<file path="src/rtl/crc_pkg.sv">
// Shared definitions for the CRC transmit path: widths, generator polynomial,
// arbiter FSM encoding and the bit-serial CRC remainder function.
package crc_pkg;

    localparam int BW     = 4;
    localparam int CRC_BW = 3;
    localparam int CW     = BW + CRC_BW;
    localparam logic [CRC_BW-1:0] POLY = 3'b011;

    typedef enum logic [1:0] {
        IDLE  = 2'd0,
        LOCK0 = 2'd1,
        LOCK1 = 2'd2
    } state_t;

    // Remainder of (data << CRC_BW) mod {1, POLY}, shifting data in MSB first.
    function automatic logic [CRC_BW-1:0] crc_calc(input logic [BW-1:0] data);
        logic [CRC_BW-1:0] crc;
        logic              fb;
        crc = '0;
        for (int i = BW - 1; i >= 0; i--) begin
            fb  = data[i] ^ crc[CRC_BW-1];
            crc = {crc[CRC_BW-2:0], 1'b0} ^ (fb ? POLY : '0);
        end
        return crc;
    endfunction

endpackage

</file>
<file path="src/rtl/crc_tx_arbiter_if.sv">
// Bundle of the two source streams and the codeword output stream.
// Valid/ready: a word moves on a rising edge where valid and ready are both high;
// valid, data and last stay stable until that edge, ready may depend on valid.
interface crc_tx_arbiter_if;
    import crc_pkg::*;

    logic [BW-1:0] s0_data;
    logic          s0_valid;
    logic          s0_last;
    logic          s0_ready;
    logic [BW-1:0] s1_data;
    logic          s1_valid;
    logic          s1_last;
    logic          s1_ready;
    logic [CW-1:0] m_data;
    logic          m_valid;
    logic          m_src;
    logic          m_last;
    logic          m_ready;
    logic          busy;

    // master: the arbiter side; slave: the sources and the downstream sink.
    modport master (
        input  s0_data, s0_valid, s0_last, s1_data, s1_valid, s1_last, m_ready,
        output s0_ready, s1_ready, m_data, m_valid, m_src, m_last, busy
    );
    modport slave (
        output s0_data, s0_valid, s0_last, s1_data, s1_valid, s1_last, m_ready,
        input  s0_ready, s1_ready, m_data, m_valid, m_src, m_last, busy
    );

endinterface

</file>
<file path="src/rtl/crc_encoder.sv">
// Combinational systematic CRC encoder: codeword is {data, crc(data)}.
module crc_encoder
    import crc_pkg::*;
(
    input  logic [BW-1:0] i_data,
    output logic [CW-1:0] o_cw
);

    assign o_cw = {i_data, crc_calc(i_data)};

endmodule

</file>
<file path="src/rtl/crc_tx_arbiter.sv">
// Two-source packet round-robin arbiter in front of one shared CRC encoder,
// with a single registered codeword output stage.
module crc_tx_arbiter
    import crc_pkg::*;
(
    input  logic             clk,
    input  logic             rstn,
    crc_tx_arbiter_if.master bus,
    output state_t           o_state,
    output logic             o_rr_ptr
);

    state_t        r_state;
    state_t        w_state_nxt;
    logic          r_rr_ptr;
    logic          w_rr_nxt;

    logic          w_load_ok;
    logic          w_any;
    logic          w_gnt;
    logic          w_accept;
    logic [BW-1:0] w_data;
    logic          w_last;
    logic [CW-1:0] w_cw;

    logic [CW-1:0] r_m_data;
    logic          r_m_valid;
    logic          r_m_src;
    logic          r_m_last;

    assign w_load_ok = !r_m_valid || bus.m_ready;

    // rr_ptr holds the last winner; it starts at 1 so source 0 takes the first tie.
    always_ff @(posedge clk) begin
        if (!rstn) begin
            r_state  <= IDLE;
            r_rr_ptr <= 1'b1;
        end else begin
            r_state  <= w_state_nxt;
            r_rr_ptr <= w_rr_nxt;
        end
    end

    always_comb begin
        w_state_nxt = r_state;
        w_rr_nxt    = r_rr_ptr;
        if (w_accept) begin
            if (w_last) begin
                w_state_nxt = IDLE;
                w_rr_nxt    = w_gnt;
            end else begin
                w_state_nxt = w_gnt ? LOCK1 : LOCK0;
            end
        end
    end

    always_comb begin
        w_any = 1'b0;
        w_gnt = 1'b0;
        case (r_state)
            IDLE: begin
                if (bus.s0_valid) begin
                    w_any = 1'b1;
                    w_gnt = bus.s1_valid ? ~r_rr_ptr : 1'b0;
                end else if (bus.s1_valid) begin
                    w_any = 1'b1;
                    w_gnt = 1'b1;
                end
            end
            LOCK0: begin
                w_any = bus.s0_valid;
                w_gnt = 1'b0;
            end
            LOCK1: begin
                w_any = bus.s1_valid;
                w_gnt = 1'b1;
            end
            default: begin
                w_any = 1'b0;
                w_gnt = 1'b0;
            end
        endcase
        w_accept = w_load_ok && w_any;
    end

    assign w_data = w_gnt ? bus.s1_data : bus.s0_data;
    assign w_last = w_gnt ? bus.s1_last : bus.s0_last;

    crc_encoder u_enc (
        .i_data (w_data),
        .o_cw   (w_cw)
    );

    // A stalled codeword keeps its register; an empty accept slot drops m_valid.
    always_ff @(posedge clk) begin
        if (!rstn) begin
            r_m_data  <= '0;
            r_m_valid <= 1'b0;
            r_m_src   <= 1'b0;
            r_m_last  <= 1'b0;
        end else if (w_load_ok) begin
            r_m_valid <= w_accept;
            if (w_accept) begin
                r_m_data <= w_cw;
                r_m_src  <= w_gnt;
                r_m_last <= w_last;
            end
        end
    end

    assign bus.s0_ready = w_accept && !w_gnt;
    assign bus.s1_ready = w_accept &&  w_gnt;
    assign bus.m_data   = r_m_data;
    assign bus.m_valid  = r_m_valid;
    assign bus.m_src    = r_m_src;
    assign bus.m_last   = r_m_last;
    assign bus.busy     = (r_state != IDLE) || r_m_valid;

    assign o_state  = r_state;
    assign o_rr_ptr = r_rr_ptr;

endmodule

</file>
<file path="src/flat_wrapper.sv">
// flat-port wrapper written by rule: the top's interface ports become plain ports
module crc_tx_arbiter_flat import crc_pkg::*;
  (clk, rstn, o_state, o_rr_ptr, bus_s0_data, bus_s0_valid, bus_s0_last, bus_s1_data, bus_s1_valid, bus_s1_last, bus_m_ready, bus_s0_ready, bus_s1_ready, bus_m_data, bus_m_valid, bus_m_src, bus_m_last, bus_busy);
  crc_tx_arbiter_if bus_i ();
  input  logic clk;
  input  logic rstn;
  output state_t o_state;
  output logic o_rr_ptr;
  input wire logic [$bits(bus_i.s0_data)-1:0] bus_s0_data;
  input wire logic [$bits(bus_i.s0_valid)-1:0] bus_s0_valid;
  input wire logic [$bits(bus_i.s0_last)-1:0] bus_s0_last;
  input wire logic [$bits(bus_i.s1_data)-1:0] bus_s1_data;
  input wire logic [$bits(bus_i.s1_valid)-1:0] bus_s1_valid;
  input wire logic [$bits(bus_i.s1_last)-1:0] bus_s1_last;
  input wire logic [$bits(bus_i.m_ready)-1:0] bus_m_ready;
  output wire logic [$bits(bus_i.s0_ready)-1:0] bus_s0_ready;
  output wire logic [$bits(bus_i.s1_ready)-1:0] bus_s1_ready;
  output wire logic [$bits(bus_i.m_data)-1:0] bus_m_data;
  output wire logic [$bits(bus_i.m_valid)-1:0] bus_m_valid;
  output wire logic [$bits(bus_i.m_src)-1:0] bus_m_src;
  output wire logic [$bits(bus_i.m_last)-1:0] bus_m_last;
  output wire logic [$bits(bus_i.busy)-1:0] bus_busy;
  assign bus_i.s0_data = bus_s0_data;
  assign bus_i.s0_valid = bus_s0_valid;
  assign bus_i.s0_last = bus_s0_last;
  assign bus_i.s1_data = bus_s1_data;
  assign bus_i.s1_valid = bus_s1_valid;
  assign bus_i.s1_last = bus_s1_last;
  assign bus_i.m_ready = bus_m_ready;
  assign bus_s0_ready = bus_i.s0_ready;
  assign bus_s1_ready = bus_i.s1_ready;
  assign bus_m_data = bus_i.m_data;
  assign bus_m_valid = bus_i.m_valid;
  assign bus_m_src = bus_i.m_src;
  assign bus_m_last = bus_i.m_last;
  assign bus_busy = bus_i.busy;
  crc_tx_arbiter u_core (.clk(clk), .rstn(rstn), .bus(bus_i), .o_state(o_state), .o_rr_ptr(o_rr_ptr));
endmodule
</file>
<file path="config.mk">
export PLATFORM = sky130hd
export DESIGN_NAME = crc_tx_arbiter_flat
export DESIGN_NICKNAME = d
export VERILOG_FILES = /design/src/rtl/crc_pkg.sv /design/src/rtl/crc_tx_arbiter_if.sv /design/src/rtl/crc_encoder.sv /design/src/rtl/crc_tx_arbiter.sv /design/src/flat_wrapper.sv
export SDC_FILE = /design/constraint.sdc
export NUM_CORES = 1
export LEC_CHECK = 0
export ABC_AREA = 1
export ABC_CLOCK_PERIOD_IN_PS = 1600
export CAP_MARGIN = 20
export CORE_AREA = 2 2 55 44
export CTS_CLUSTER_SIZE = 8
export DETAILED_ROUTE_END_ITERATION = 8
export DIE_AREA = 0 0 57 46
export GPL_ROUTABILITY_DRIVEN = 1
export PLACE_DENSITY_LB_ADDON = 0.15
export SETUP_SLACK_MARGIN = 0.02
export SYNTH_ARGS = -nofsm -noshare
export SYNTH_HDL_FRONTEND = slang
export SYNTH_SLANG_ARGS = --single-unit
</file>
<file path="constraint.sdc">
create_clock -name clk -period 1.6 [get_ports clk]
set_input_delay 0.24 -clock clk [delete_from_list [all_inputs] [get_ports clk]]
set_output_delay 0.24 -clock clk [all_outputs]
set_load 0.05 [all_outputs]
</file>
==> results of run 1 <==
[metal layers]
| metal | up-vias | global-route usage [%] | share of wire (%) |
|---|---|---|---|
| met5 | - | 0 | 0 |
| met4 | 0 | 3.721 | 0.94 |
| met3 | 4 | 5.398 | 6.2 |
| met2 | 29 | 31.03 | 49 |
| met1 | 408 | 19.69 | 44 |
| li1 | 470 | - | - |
[final timing paths]
kind,from,end,cells after the start
max,u_core.o_state[1],bus_s0_ready,6
min,u_core.bus.m_last,u_core.bus.m_last,2
max reg2reg,u_core.o_state[1],u_core.bus.m_data[1],8
min reg2reg,u_core.bus.m_last,u_core.bus.m_last,2
[critical path, stage by stage, from the launching register on]
cell and delay (ns):
dfxtp_4 0.37, inv_2 0.07, nand2_2 0.06, a21oi_4 0.22, nand2_2 0.09, clkinvlp_4 0.10, buf_12 0.13
[layout make-up]
| type | count | area, um^2 |
|---|---|---|
| Sequential cell | 13 | 270.3 |
| Clock inverter | 1 | 5.005 |
| Timing Repair Buffer | 47 | 435.4 |
| Tap cell | 25 | 31.28 |
| Multi-Input combinational cell | 85 | 451.7 |
| Inverter | 20 | 86.33 |
| Fill cell | 204 | 837.1 |
| Clock buffer | 3 | 22.52 |
[per-stage QoR]
step                 TNS, ns  utilization (%)
floorplan                  0                -
global placement     -0.4468            55.96
detailed placement   -0.6545            55.96
CTS                        0            59.94
global route        -0.04705            60.88
finish                     0            60.88
[Yosys cell counts]
| library cell | n | area [um^2] |
|---|---|---|
| buf_6 | 2 | 22.52 |
| nand2_2 | 7 | 43.79 |
| inv_2 | 1 | 3.750 |
| nand2_4 | 2 | 22.52 |
| inv_1 | 18 | 67.56 |
| nor2_2 | 1 | 6.260 |
| a21oi_1 | 4 | 20.02 |
| buf_2 | 1 | 5.000 |
| o21ai_0 | 4 | 20.02 |
| nand3b_1 | 2 | 15.01 |
| nand2_1 | 38 | 142.6 |
| a21oi_4 | 1 | 16.27 |
| inv_4 | 1 | 6.260 |
| o211ai_1 | 4 | 30.03 |
| nand3_1 | 9 | 45.04 |
| a21oi_2 | 1 | 8.760 |
| dfxtp_1 | 13 | 260.3 |
| nand3_4 | 1 | 17.52 |
| nor2_1 | 11 | 41.29 |
[sequential cells by signal, summed over array words and instances, names as in the netlist]
signal	flops
u_core.bus.m_src	1
u_core.bus.m_data	7
u_core.o_rr_ptr	1
u_core.o_state	2
u_core.bus.m_valid	1
u_core.bus.m_last	1
[cell families after synthesis]
logic type / synth area share [%]
buf+inv: 13.23
flops: 32.76
compound gates: 11.97
simple gates: 42.05
[repair_timing]
| item | in CTS | in global routing |
|---|---|---|
| gates cloned | 0 | 0 |
| gates resized for setup | 11 | 3 |
| endpoints found under the setup margin | 2 | 2 |
| pin swaps | 3 | 3 |
| buffers inserted | 5 | 2 |
[power groups by stage]
stage | registers (mW) | logic [mW] | clock network (mW)
after floorplan | 0.526 | 0.247 | 0
after global placement | 0.393 | 0.596 | 0
after detailed placement | 0.394 | 0.599 | 0
after CTS | 0.387 | 0.628 | 0.215
after global routing | 0.391 | 0.682 | 0.229
final | 0.385 | 0.632 | 0.208
==> run metrics, run 1 <==
status=finished clean; Max transition margin=around 87%; Via Count=911; CP Capture Type=output port; # setup viols final=0; LEAKAGE=0.6742 nW; Clock Path Buffers=2; fmax=638.6 MHz; number of antenna diodes=0; commonest non-fill, non-tap cells in the layout=nand2_1 (34), buf_4 (29), inv_1 (15); largest net degree at the start of global routing=12; net switching power=about 0.52 mW; kind of critical path=flip-flop to output port; DRT Pass-1 Iters=4; DRC Markers=0; Die Y=46 um; Net Sw Frac=around 42%; gpl congestion=about 0.79; Die Width=around 57 um; Clock Pin Slew Worst Setup and Hold Paths=~0.08 ns; Die Area=2622 um^2; DRT iter0 DRCs=13; Yosys reg bits=13; initial antenna violation count=0; Hold Path Class=flip-flop to flip-flop; Final #Nets=185; Mapped Area=794.5 um^2; Power Total=1.226 mW; max-slew violation count=0; P&R area growth vs syn=63.94%; Max Clock Skew=about 0.0014 ns; Seq pwr share=between 30% and 40%; worst endpoint required time=1.36 ns; WL per Instance=10.45 um; Crit Path Max Fanout=4; Int Power=a little over 0.7 mW; ANT nets after route=0; R2R setup slack=~0.19 ns; row count=15; Slew @ Worst Pin=~0.2 ns; most common cell after layout, fill and taps aside=nand2_1; max cap viols=0; layout cells sized above 1=37.87%; clock share of power=17.0%; Final Cycle Share=97.87%; vias in the first global route=837; Top Ports=31; unrepaired setup endpoints after global routing=true; clk root buf=clkbuf_4; GR Overflow Total=0; Mapped Nets=between 100 and 150; core area=2140 um^2; worst-skew pair later-pin latency=0.28 ns; CTS Sinks=13; DP Area=1197 um^2; Total Routing Usage GR=roughly 17%; Final min period=1.566 ns; DP HPWL=between 1500 and 2000 um; Port Buffers=30; Hold Slack=0.4752 ns; Initial Util=a little under two fifths; Mean Syn Cell Area=6.566 um^2; first-pass GRT wire length=3387 um; Syn. warnings=0; Hold Buf Count CTS=0; Placed Cells=183; critical path startpoint category=flip-flop; sequential-to-total area share from yosys stat=32.76%; number of CTS-inserted buffers=3; pre-CTS WS=-0.1066 ns; Cell variety after synth=19; vias per inst=4.696; CP arrival=1.33 ns; TritonCTS clock tree=yes; power share of the combinational group=51.6%; PnR worst setup slack=0.03414 ns; Pwr Density=940.9 nW/um^2; Final Instance Area=between 1000 and 1500 um^2; Mapped Cells=121; H-Tree Depth=1; Non-Filler Instances=194; endpoints failing hold=0; worst vdd ir=roughly 0.65 mV; Routed WL=between 2000 and 2500 um
Power figures use the tool's default switching activity.
==> inputs of run 2 (changes only) <==
PLACE_DENSITY = 0.69   (was not set)
PLACE_DENSITY_LB_ADDON = not set   (was 0.15)
==> run 2 against run 1 <==
Net effect: hold slack lost 0.0030 ns; critical endpoint unchanged; maximum frequency rose by 0.91%; global-route usage is 0.98 points lower; register-to-register slack gained 0.04 ns; sequential power hardly changed; cell count is 1.0% lower; largest cell class unchanged.
==> run metrics, run 2 (synthesis results as in run 1) <==
Top Ports=31; Initial Util=between 30 and 40%; CP max stage delay=around 0.37 ns; commonest non-fill, non-tap cells in the layout=nand2_1 (34), buf_4 (28), inv_1 (15); unrepaired setup endpoints after global routing=true; Via Count=879; number of antenna diodes=0; Pwr Density=941.0 nW/um^2; max-slew violation count=0; clk root buf=clkbuf_4; Hold Buf Count CTS=0; setup TNS=0 ns; WL per Instance=10.45 um; LEAKAGE=0.6603 nW; worst-skew pair later-pin latency=0.28 ns; # setup viols final=0; Crit Path Max Fanout=5; gpl congestion=0.7988; PnR worst setup slack=0.04823 ns; Port Buffers=30; most common cell after layout, fill and taps aside=nand2_1; largest net degree at the start of global routing=13; Total Routing Usage GR=15.98%; DP HPWL=1558 um; layout cells sized above 1=36.53%; CTS Sinks=13; DRT iter0 DRCs=16; P&R area growth vs syn=61.26%; TritonCTS clock tree=yes; Max Clock Skew=0.001395 ns; ANT nets after route=0; Final Instance Area=1281 um^2; max FFs per register=7; Clock Pin Slew Worst Setup and Hold Paths=0.08 ns; Die Width=57 um; Die Area=roughly 2600 um^2; Power Total=~1.2 mW; DRC Markers=0; slowest CP cell=dfxtp_4; Max transition margin=a little under nine tenths; Worst Path Buf+Inv=3; pre-CTS WS=-0.1001 ns; Final min period=1.552 ns; max cap viols=0; number of CTS-inserted buffers=3; DRT Pass-1 Iters=4; vias in the first global route=roughly 780; worst endpoint required time=1.36 ns; status=finished clean; Multi-input gate area=456.7 um^2; vias per inst=4.578; delay-heaviest family, CP=flip-flops; worst vdd ir=0.5416 mV; storage element area=270.3 um^2; endpoints failing hold=0; Clock Path Buffers=2; DP Area=1185 um^2; GR Overflow Total=0; kind of critical path=flip-flop to output port; CP arrival=1.31 ns; H-Tree Depth=1; Final #Nets=roughly 180; crit path cell chain=inv_4 > nand2_4 > a21oi_4 > nand2_2 > clkinvlp_4 > buf_12; final core occ=59.88%; critical path startpoint category=flip-flop; Routed WL=2007 um; Slew @ Worst Pin=just over 0.2 ns; first-pass GRT wire length=between 3000 and 4000 um; initial antenna violation count=0; Final Cycle Share=96.99%; Hold Path Class=flip-flop to flip-flop; R2R setup slack=0.23 ns; Die Y=46 um; core area=about 2100 um^2; fill count=209; row count=15; CP Capture Type=output port; fmax=approximately 640 MHz
run 2: changes by cell type in the layout (fill, tap and decap cells not counted):
cell,delta
clkbuf_1,+1
nand2_4,+1
buf_4,-1
inv_4,+1
buf_12,-1
nand2_2,-1
inv_2,-1
clkinv_2,-1
run 2: metrics by stage:
stage                     hold slack (ns)  std cells
after floorplan                    0.3997        121
after global placement             0.4573        183
after detailed placement           0.4592        183
after CTS                          0.4712        191
after global routing               0.4889        192
final                              0.4722        192
run 2: final cells by class:
type | count | area share [%]
Multi-Input combinational cell | 85 | 35.64
Sequential cell | 13 | 21.09
Inverter | 20 | 6.934
Timing Repair Buffer | 45 | 31.84
Clock buffer | 4 | 2.051
Tap cell | 25 | 2.441
run 2: routing by layer:
metal  track usage, %  share of wire [%]  routed length, um  vias to the layer above
li1                 -                  -                  -                      466
met1            18.17                 46                917                      387
met2            28.51                 49                978                       24
met3            5.398                4.9                 99                        2
met4            5.581               0.60                 12                        0
met5                0                  0                  0                        -
run 2: worst reg2reg max path, cell delays in order, from the launching register on:
cell,delay [ns]
dfxtp_4,0.37
inv_4,0.06
nand2_4,0.05
a21oi_4,0.23
inv_4,0.05
buf_4,0.14
buf_4,0.13
nor2_1,0.10
nand2_1,0.06
nand2_1,0.05
nor2_1,0.03
run 2: timing repair:
item,CTS,global route
endpoints found under the setup margin,2,2
endpoints found under the hold margin,0,0
pin swaps,2,4
gates resized for setup,11,5
buffers inserted,4,1
run 2: power breakdown:
| group | internal (mW) | switching (mW) |
|---|---|---|
| Sequential | 0.363 | 0.0237 |
| Clock | 0.0967 | 0.107 |
| Combinational | 0.245 | 0.371 |
| Total | 0.704 | 0.502 |
run 2: worst paths after layout:
path | start | endpoint | cells after the start
min | u_core.bus.m_last | u_core.bus.m_last | 2
max reg2reg | u_core.o_state[1] | u_core.bus.m_data[2] | 10
max | u_core.o_state[1] | bus_s0_ready | 6
min reg2reg | u_core.bus.m_last | u_core.bus.m_last | 2
